===== src/rtl/uart_ice40_cfg_if.sv =====
// Host-side word interface of uart_ice40_cfg: TX request/data and RX word/status.
// The host takes the master modport and the UART core takes the slave modport.
interface uart_ice40_cfg_if #(parameter int DATABITS = 8);
    logic                load;
    logic [DATABITS-1:0] d;
    logic                txbusy;
    logic                bytercvd;
    logic [DATABITS-1:0] q;
    logic [1:0]          rxst;
    logic                parerr;
    logic                framerr;

    modport master (output load, d, input txbusy, bytercvd, q, rxst, parerr, framerr);
    modport slave  (input load, d, output txbusy, bytercvd, q, rxst, parerr, framerr);
endinterface


===== src/rtl/uart_ice40_cfg.sv =====
// Full-duplex UART with configurable data width, parity and stop bits.
// Bit timing comes from an external oversample enable, bitxce.
module uart_ice40_cfg #(
    parameter int DATABITS          = 8,
    parameter int PARITY            = 0,
    parameter int STOPBITS          = 1,
    parameter int SUBDIV16          = 0,
    parameter int ADJUSTSAMPLEPOINT = 0
) (
    input  logic             clk,
    input  logic             rst,
    input  logic             bitxce,
    output logic             txpin,
    input  logic             rxpin,
    uart_ice40_cfg_if.slave  host
);
    localparam int OSR       = (SUBDIV16 != 0) ? 16 : 8;
    localparam int PBIT      = (PARITY != 0) ? 1 : 0;
    localparam int NB        = DATABITS + PBIT;
    localparam int SAMP      = (ADJUSTSAMPLEPOINT != 0) ? OSR / 2 - 1 : OSR / 2;
    localparam int CW        = 6;
    localparam int BW        = 4;

    localparam logic [CW-1:0] OSR_LAST  = CW'(OSR - 1);
    localparam logic [CW-1:0] STOP_LAST = CW'(STOPBITS * OSR - 1);
    localparam logic [CW-1:0] SAMP_LAST = CW'(SAMP - 1);
    localparam logic [BW-1:0] DB_LAST   = BW'(DATABITS - 1);
    localparam logic [BW-1:0] NB_LAST   = BW'(NB - 1);

    function automatic logic par_bit(input logic [DATABITS-1:0] w);
        par_bit = (PARITY == 1) ? ~(^w) : (^w);
    endfunction

    typedef enum logic [2:0] {TX_IDLE, TX_START, TX_DATA, TX_PAR, TX_STOP} tx_state_t;
    typedef enum logic [1:0] {RX_HUNT = 2'b00, RX_START = 2'b01,
                              RX_DATA = 2'b10, RX_STOP  = 2'b11} rx_state_t;

    tx_state_t           tx_st, tx_nx;
    logic [CW-1:0]       tx_cnt, tx_cnt_nx;
    logic [BW-1:0]       tx_bit, tx_bit_nx;
    logic [DATABITS-1:0] tx_sh, tx_sh_nx;
    logic                tx_par, tx_par_nx;
    logic                tx_bit_end;

    rx_state_t           rx_st, rx_nx;
    logic [CW-1:0]       rx_cnt, rx_cnt_nx;
    logic [BW-1:0]       rx_bit, rx_bit_nx;
    logic [NB-1:0]       rx_sh, rx_sh_nx;
    logic                rx_brk, rx_brk_nx;
    logic                rx_bit_end;
    logic                rcv_r, rcv_nx;
    logic [DATABITS-1:0] q_r, q_nx;
    logic                parerr_r, parerr_nx;
    logic                framerr_r, framerr_nx;

    always_ff @(posedge clk) begin
        if (rst) begin
            tx_st  <= TX_IDLE;
            tx_cnt <= '0;
            tx_bit <= '0;
        end else begin
            tx_st  <= tx_nx;
            tx_cnt <= tx_cnt_nx;
            tx_bit <= tx_bit_nx;
        end
    end

    always_ff @(posedge clk) begin
        tx_sh  <= tx_sh_nx;
        tx_par <= tx_par_nx;
    end

    always_comb begin
        tx_nx      = tx_st;
        tx_cnt_nx  = tx_cnt;
        tx_bit_nx  = tx_bit;
        tx_sh_nx   = tx_sh;
        tx_par_nx  = tx_par;
        tx_bit_end = (tx_cnt == OSR_LAST);
        case (tx_st)
            TX_IDLE: begin
                if (host.load) begin
                    tx_nx     = TX_START;
                    tx_sh_nx  = host.d;
                    tx_par_nx = par_bit(host.d);
                    tx_cnt_nx = '0;
                end
            end
            TX_START: begin
                if (bitxce) begin
                    if (tx_bit_end) begin
                        tx_nx     = TX_DATA;
                        tx_cnt_nx = '0;
                        tx_bit_nx = '0;
                    end else begin
                        tx_cnt_nx = tx_cnt + CW'(1);
                    end
                end
            end
            TX_DATA: begin
                if (bitxce) begin
                    if (tx_bit_end) begin
                        tx_cnt_nx = '0;
                        tx_sh_nx  = tx_sh >> 1;
                        if (tx_bit == DB_LAST) tx_nx = (PBIT != 0) ? TX_PAR : TX_STOP;
                        else                   tx_bit_nx = tx_bit + BW'(1);
                    end else begin
                        tx_cnt_nx = tx_cnt + CW'(1);
                    end
                end
            end
            TX_PAR: begin
                if (bitxce) begin
                    if (tx_bit_end) begin
                        tx_nx     = TX_STOP;
                        tx_cnt_nx = '0;
                    end else begin
                        tx_cnt_nx = tx_cnt + CW'(1);
                    end
                end
            end
            TX_STOP: begin
                // All stop bits are timed as one long run of ticks.
                if (bitxce) begin
                    if (tx_cnt == STOP_LAST) begin
                        tx_nx     = TX_IDLE;
                        tx_cnt_nx = '0;
                    end else begin
                        tx_cnt_nx = tx_cnt + CW'(1);
                    end
                end
            end
            default: tx_nx = TX_IDLE;
        endcase
    end

    always_comb begin
        case (tx_st)
            TX_START: txpin = 1'b0;
            TX_DATA:  txpin = tx_sh[0];
            TX_PAR:   txpin = tx_par;
            default:  txpin = 1'b1;
        endcase
    end

    assign host.txbusy = (tx_st != TX_IDLE);

    always_ff @(posedge clk) begin
        if (rst) begin
            rx_st     <= RX_HUNT;
            rx_cnt    <= '0;
            rx_bit    <= '0;
            rx_brk    <= 1'b0;
            rcv_r     <= 1'b0;
            q_r       <= '0;
            parerr_r  <= 1'b0;
            framerr_r <= 1'b0;
        end else begin
            rx_st     <= rx_nx;
            rx_cnt    <= rx_cnt_nx;
            rx_bit    <= rx_bit_nx;
            rx_brk    <= rx_brk_nx;
            rcv_r     <= rcv_nx;
            q_r       <= q_nx;
            parerr_r  <= parerr_nx;
            framerr_r <= framerr_nx;
        end
    end

    always_ff @(posedge clk) begin
        rx_sh <= rx_sh_nx;
    end

    // rx_cnt counts ticks since the last sample, so every sample lands OSR ticks apart.
    always_comb begin
        rx_nx      = rx_st;
        rx_cnt_nx  = rx_cnt;
        rx_bit_nx  = rx_bit;
        rx_sh_nx   = rx_sh;
        rx_brk_nx  = rx_brk;
        rcv_nx     = 1'b0;
        q_nx       = q_r;
        parerr_nx  = parerr_r;
        framerr_nx = framerr_r;
        rx_bit_end = (rx_cnt == OSR_LAST);
        case (rx_st)
            RX_HUNT: begin
                if (bitxce && !rxpin) begin
                    rx_nx     = RX_START;
                    rx_cnt_nx = '0;
                end
            end
            RX_START: begin
                if (bitxce) begin
                    if (rx_cnt == SAMP_LAST) begin
                        rx_cnt_nx = '0;
                        rx_bit_nx = '0;
                        rx_nx     = rxpin ? RX_HUNT : RX_DATA;
                    end else begin
                        rx_cnt_nx = rx_cnt + CW'(1);
                    end
                end
            end
            RX_DATA: begin
                if (bitxce) begin
                    if (rx_bit_end) begin
                        rx_cnt_nx = '0;
                        rx_sh_nx  = {rxpin, rx_sh[NB-1:1]};
                        if (rx_bit == NB_LAST) rx_nx = RX_STOP;
                        else                   rx_bit_nx = rx_bit + BW'(1);
                    end else begin
                        rx_cnt_nx = rx_cnt + CW'(1);
                    end
                end
            end
            RX_STOP: begin
                if (bitxce) begin
                    if (rx_brk) begin
                        if (rxpin) begin
                            rx_nx     = RX_HUNT;
                            rx_brk_nx = 1'b0;
                        end
                    end else if (rx_bit_end) begin
                        rx_cnt_nx  = '0;
                        rcv_nx     = 1'b1;
                        q_nx       = rx_sh[DATABITS-1:0];
                        parerr_nx  = (PBIT != 0) && (rx_sh[NB-1] != par_bit(rx_sh[DATABITS-1:0]));
                        framerr_nx = !rxpin;
                        if (rxpin) rx_nx = RX_HUNT;
                        else       rx_brk_nx = 1'b1;
                    end else begin
                        rx_cnt_nx = rx_cnt + CW'(1);
                    end
                end
            end
            default: rx_nx = RX_HUNT;
        endcase
    end

    assign host.bytercvd = rcv_r;
    assign host.q        = q_r;
    assign host.rxst     = rx_st;
    assign host.parerr   = parerr_r;
    assign host.framerr  = framerr_r;
endmodule


===== src/flat_wrapper.sv =====
// flat-port wrapper written by rule: the top's interface ports become plain ports
module uart_ice40_cfg_flat 
#(
    parameter int DATABITS          = 8,
    parameter int PARITY            = 0,
    parameter int STOPBITS          = 1,
    parameter int SUBDIV16          = 0,
    parameter int ADJUSTSAMPLEPOINT = 0
)
  (clk, rst, bitxce, txpin, rxpin, host_load, host_d, host_txbusy, host_bytercvd, host_q, host_rxst, host_parerr, host_framerr);
  uart_ice40_cfg_if #(.DATABITS(DATABITS)) host_i ();
  input  logic clk;
  input  logic rst;
  input  logic bitxce;
  output logic txpin;
  input  logic rxpin;
  input wire logic [$bits(host_i.load)-1:0] host_load;
  input wire logic [$bits(host_i.d)-1:0] host_d;
  output wire logic [$bits(host_i.txbusy)-1:0] host_txbusy;
  output wire logic [$bits(host_i.bytercvd)-1:0] host_bytercvd;
  output wire logic [$bits(host_i.q)-1:0] host_q;
  output wire logic [$bits(host_i.rxst)-1:0] host_rxst;
  output wire logic [$bits(host_i.parerr)-1:0] host_parerr;
  output wire logic [$bits(host_i.framerr)-1:0] host_framerr;
  assign host_i.load = host_load;
  assign host_i.d = host_d;
  assign host_txbusy = host_i.txbusy;
  assign host_bytercvd = host_i.bytercvd;
  assign host_q = host_i.q;
  assign host_rxst = host_i.rxst;
  assign host_parerr = host_i.parerr;
  assign host_framerr = host_i.framerr;
  uart_ice40_cfg #(.DATABITS(DATABITS), .PARITY(PARITY), .STOPBITS(STOPBITS), .SUBDIV16(SUBDIV16), .ADJUSTSAMPLEPOINT(ADJUSTSAMPLEPOINT)) u_core (.clk(clk), .rst(rst), .bitxce(bitxce), .txpin(txpin), .rxpin(rxpin), .host(host_i));
endmodule

===== config.mk =====
export PLATFORM = sky130hd
export DESIGN_NAME = uart_ice40_cfg_flat
export DESIGN_NICKNAME = d
export VERILOG_FILES = /design/src/rtl/uart_ice40_cfg_if.sv /design/src/rtl/uart_ice40_cfg.sv /design/src/flat_wrapper.sv
export SDC_FILE = /design/constraint.sdc
export NUM_CORES = 1
export LEC_CHECK = 0
export ABC_AREA = 1
export BUFFER_PORTS_ARGS = -buffer_cell sky130_fd_sc_hd__clkbuf_2
export CAP_MARGIN = 5
export CORE_MARGIN = 4
export CORE_UTILIZATION = 54
export DETAILED_ROUTE_END_ITERATION = 10
export GPL_TIMING_DRIVEN = 0
export PLACE_DENSITY_LB_ADDON = 0.05
export SLEW_MARGIN = 25
export SYNTH_ARGS = -nofsm -noshare
export SYNTH_HDL_FRONTEND = slang
export SYNTH_SLANG_ARGS = --single-unit

===== constraint.sdc =====
create_clock -name clk -period 2.7 [get_ports clk]
set_clock_uncertainty 0.1 [all_clocks]
set_input_delay 0.405 -clock clk [delete_from_list [all_inputs] [get_ports clk]]
set_output_delay 0.405 -clock clk [all_outputs]
set_load 0.02 [all_outputs]

==> results_dict.tcl <==
set metrics [dict create \
    endpoint_kind "register" \
    p_int_mw 1.37 \
    syn-cell-area_mm2 0.00253 \
    setup.worst_path.class "register to register" \
    rr_startpoint "u_core.tx_cnt[0]$_SDFFE_PP0P_" \
    ant_nets 0 \
    synth_nets 335 \
    status "finished clean" \
    ys_seq_elements 53 \
    layout_commonest_cell "nand2_1" \
    min_from "rxpin" \
    peakVddDrop_v 0.000409 \
    power.density_mw_per_mm2 776 \
    pwr-share-comb_pct 32.3 \
    port_buffers 25 \
    period_share_pct 79.9 \
    drt_iter0_drc 118 \
    antenna_found_initial 0 \
    diodes 0 \
    syn_area_per_cell_um2 7.94 \
    p_leak_nw 1.18 \
    setup_viol 0 \
    drive_above_1_share_pct 17.7 \
    r2r_setup_slack_ns 0.54 \
    slowest_stage "a21oi_1" \
    io_pins 28 \
    synth-edff-count 17 \
    ys_async_sr_fraction_pct 0 \
    routed_wirelength_um 4610 \
    start_util_pct 56.8 \
    clockBufferDepth 2 \
    cts_tree "yes" \
    cp_data_arrival_time_ns 1.99 \
    worst-r2r-cell-count 7 \
    dp_hpwl_um 3520 \
    p_total_mw 2.18 \
    max_stage_delay_ns 0.62 \
    cap_violations 0 \
    whs_ns 0.246 \
    period_needed_ns 2.16 \
    gp_congestion 0.857 \
    rsz0062_at_grt "false" \
    crit_chain "ha_1, nand2_1, inv_1, nand4_1, inv_1, nand2_1, a21oi_1" \
    track_usage_pct 16.6 \
    grt_pass1_vias 1881 \
    swShare_pct 37.1 \
    drtPass1Iterations 4 \
    overflow 0 \
    grt_max_degree 19 \
    root_buffer "clkbuf_8" \
    die_w_um 76.4 \
    hold_path_depth 1 \
    ys_seq_area_share_pct 48.7 \
    cp.required_ns 2.53 \
    route.detailed.drc 0 \
    cts_hold_buf 0 \
    r2r-end "u_core.tx_sh[0]$_DFFE_PP_" \
    final_nets 367 \
    hold_viol_final 0 \
    synthToLayoutAreaGrowth_pct 11.4 \
    synth_warnings 0 \
    worstSkewPairLatency_ns 0.30 \
    cts.sinks 53 \
    crit_path_max_fanout 8 \
    crit_buf_inv 2 \
    worst_slew_pin_slew_ns 0.804 \
    power_frac_seq_pct 47.2 \
    routedWlPerCell_um 11.4 \
    dieArea_mm2 0.00584 \
    h-tree-depth 2 \
    layout_common_cells "nand2_1, dfxtp_1, inv_1, a21oi_1, nor2_1" \
    p_clk_share_pct 20.6 \
    cts_made_buffers 5 \
    slew-limit-headroom_pct 46.4 \
    start_kind "register" \
    vias 2087 \
    drv_slew 0 \
    row_count 24 \
    synth_cells 318 \
    cts_setup_buffers 0 \
    grt_pass1_wl_um 8150 \
    clk_pin_slew_worst_paths_ns 0.09 \
    fin_tns_setup_ns 0 \
    ys_types 35 \
    ys.flop_type "dfxtp_1" \
    cts_resized 0 \
    fmax_mhz 464 \
    die_h_um 76.4 \
    avgViaCountPerCell 5.18 \
    cp_top_family "compound AO/OA/AOI/OAI gates" \
    switchingPower_uw 811 \
    hold_path_class "input port to register" \
    min_to "u_core.rx_sh[7]$_DFFE_PP_" \
    core_mm2 0.00444 \
]
-- Yosys cell counts (4+ instances only) --
cell type	count	area [um2]
ha_1	4	50.1
inv_1	35	131
edfxtp_1	17	510
xnor2_1	6	52.6
nor2_1	29	109
a21oi_1	31	155
nand2_1	70	263
dfxtp_1	36	721
nor3_1	5	25.0
nand2_2	8	50.1
inv_2	6	22.5
o21ai_0	19	95.1
nand3_1	17	85.1
xor2_1	4	35.0
-- layout make-up --
cell class | instances | area [um2]
plain buffers | 6 | 28.8
clock buffers | 5 | 68.8
clock inverters | 3 | 23.8
fillers | 406 | 1630
inverters | 42 | 158
multi-input cells | 217 | 1110
flip-flops and latches | 53 | 1230
well taps | 52 | 65.1
repair buffers | 25 | 125
-- logic make-up after synthesis --
family                     synth area share (%)
and+or+nand+nor                            26.6
AOI/OAI and AO/OA                          11.7
DFF                                        48.7
buffers and inverters                      7.38
xor gates and xnor gates                   3.47
adders and majority gates                  1.98
other                                     0.148
-- routing by layer --
| layer | GRT usage [%] | routed length [um] | vias up |
|---|---|---|---|
| li1 | - | - | 1098 |
| met1 | 20.9 | 2200 | 947 |
| met2 | 29.1 | 2180 | 38 |
| met3 | 3.90 | 203 | 4 |
| met4 | 3.62 | 27 | 0 |
| met5 | 0 | 0 | - |
-- state kept, by name, summed over array words and instances (netlist names), named ones only --
register              count
u_core.tx_bit             4
u_core.host.q             8
u_core.host.rxst          1
u_core.tx_cnt             6
u_core.tx_sh              8
u_core.rx_cnt             6
u_core.rx_sh              8
u_core.rx_brk             1
u_core.host.framerr       1
u_core.tx_par             1
u_core.tx_st              3
u_core.host.bytercvd      1
u_core.rx_bit             4
-- power by group through the flow --
stage | combinational, mW | clock [mW] | sequential (mW)
after floorplan | 0.550 | 0 | 1.04
after global placement | 0.699 | 0 | 1.05
after detailed placement | 0.712 | 0 | 1.05
after CTS | 0.713 | 0.468 | 1.03
after global routing | 0.802 | 0.507 | 1.04
final | 0.704 | 0.449 | 1.03
-- stage by stage --
step | worst slack (ns) | utilization, % | cell area (um2) | cells
floorplan | 0.763 | - | 2530 | 318
global placement | 0.553 | 61.1 | 2720 | 395
detailed placement | 0.485 | 61.1 | 2720 | 395
CTS | 0.499 | 63.2 | 2810 | 403
global route | 0.314 | 63.3 | 2810 | 403
finish | 0.543 | 63.3 | 2810 | 403
-- worst max-delay path by stage --
| stage | slack (ns) | end | cells past startpoint | startpoint |
|---|---|---|---|---|
| final | 0.54 | u_core.tx_sh[0]$_DFFE_PP_ | 7 | u_core.tx_cnt[0]$_SDFFE_PP0P_ |
| after global routing | 0.31 | u_core.tx_sh[0]$_DFFE_PP_ | 7 | u_core.tx_cnt[0]$_SDFFE_PP0P_ |
| after CTS | 0.50 | u_core.rx_sh[6]$_DFFE_PP_ | 5 | u_core.rx_cnt[0]$_SDFFE_PP0P_ |
| after detailed placement | 0.48 | u_core.rx_sh[3]$_DFFE_PP_ | 5 | u_core.rx_cnt[0]$_SDFFE_PP0P_ |
| after global placement | 0.55 | u_core.tx_sh[7]$_SDFFCE_PP0P_ | 7 | u_core.tx_cnt[0]$_SDFFE_PP0P_ |
| after floorplan | 0.76 | u_core.rx_sh[0]$_DFFE_PP_ | 4 | register |
Note: power is estimated with default switching activity, not from simulation.
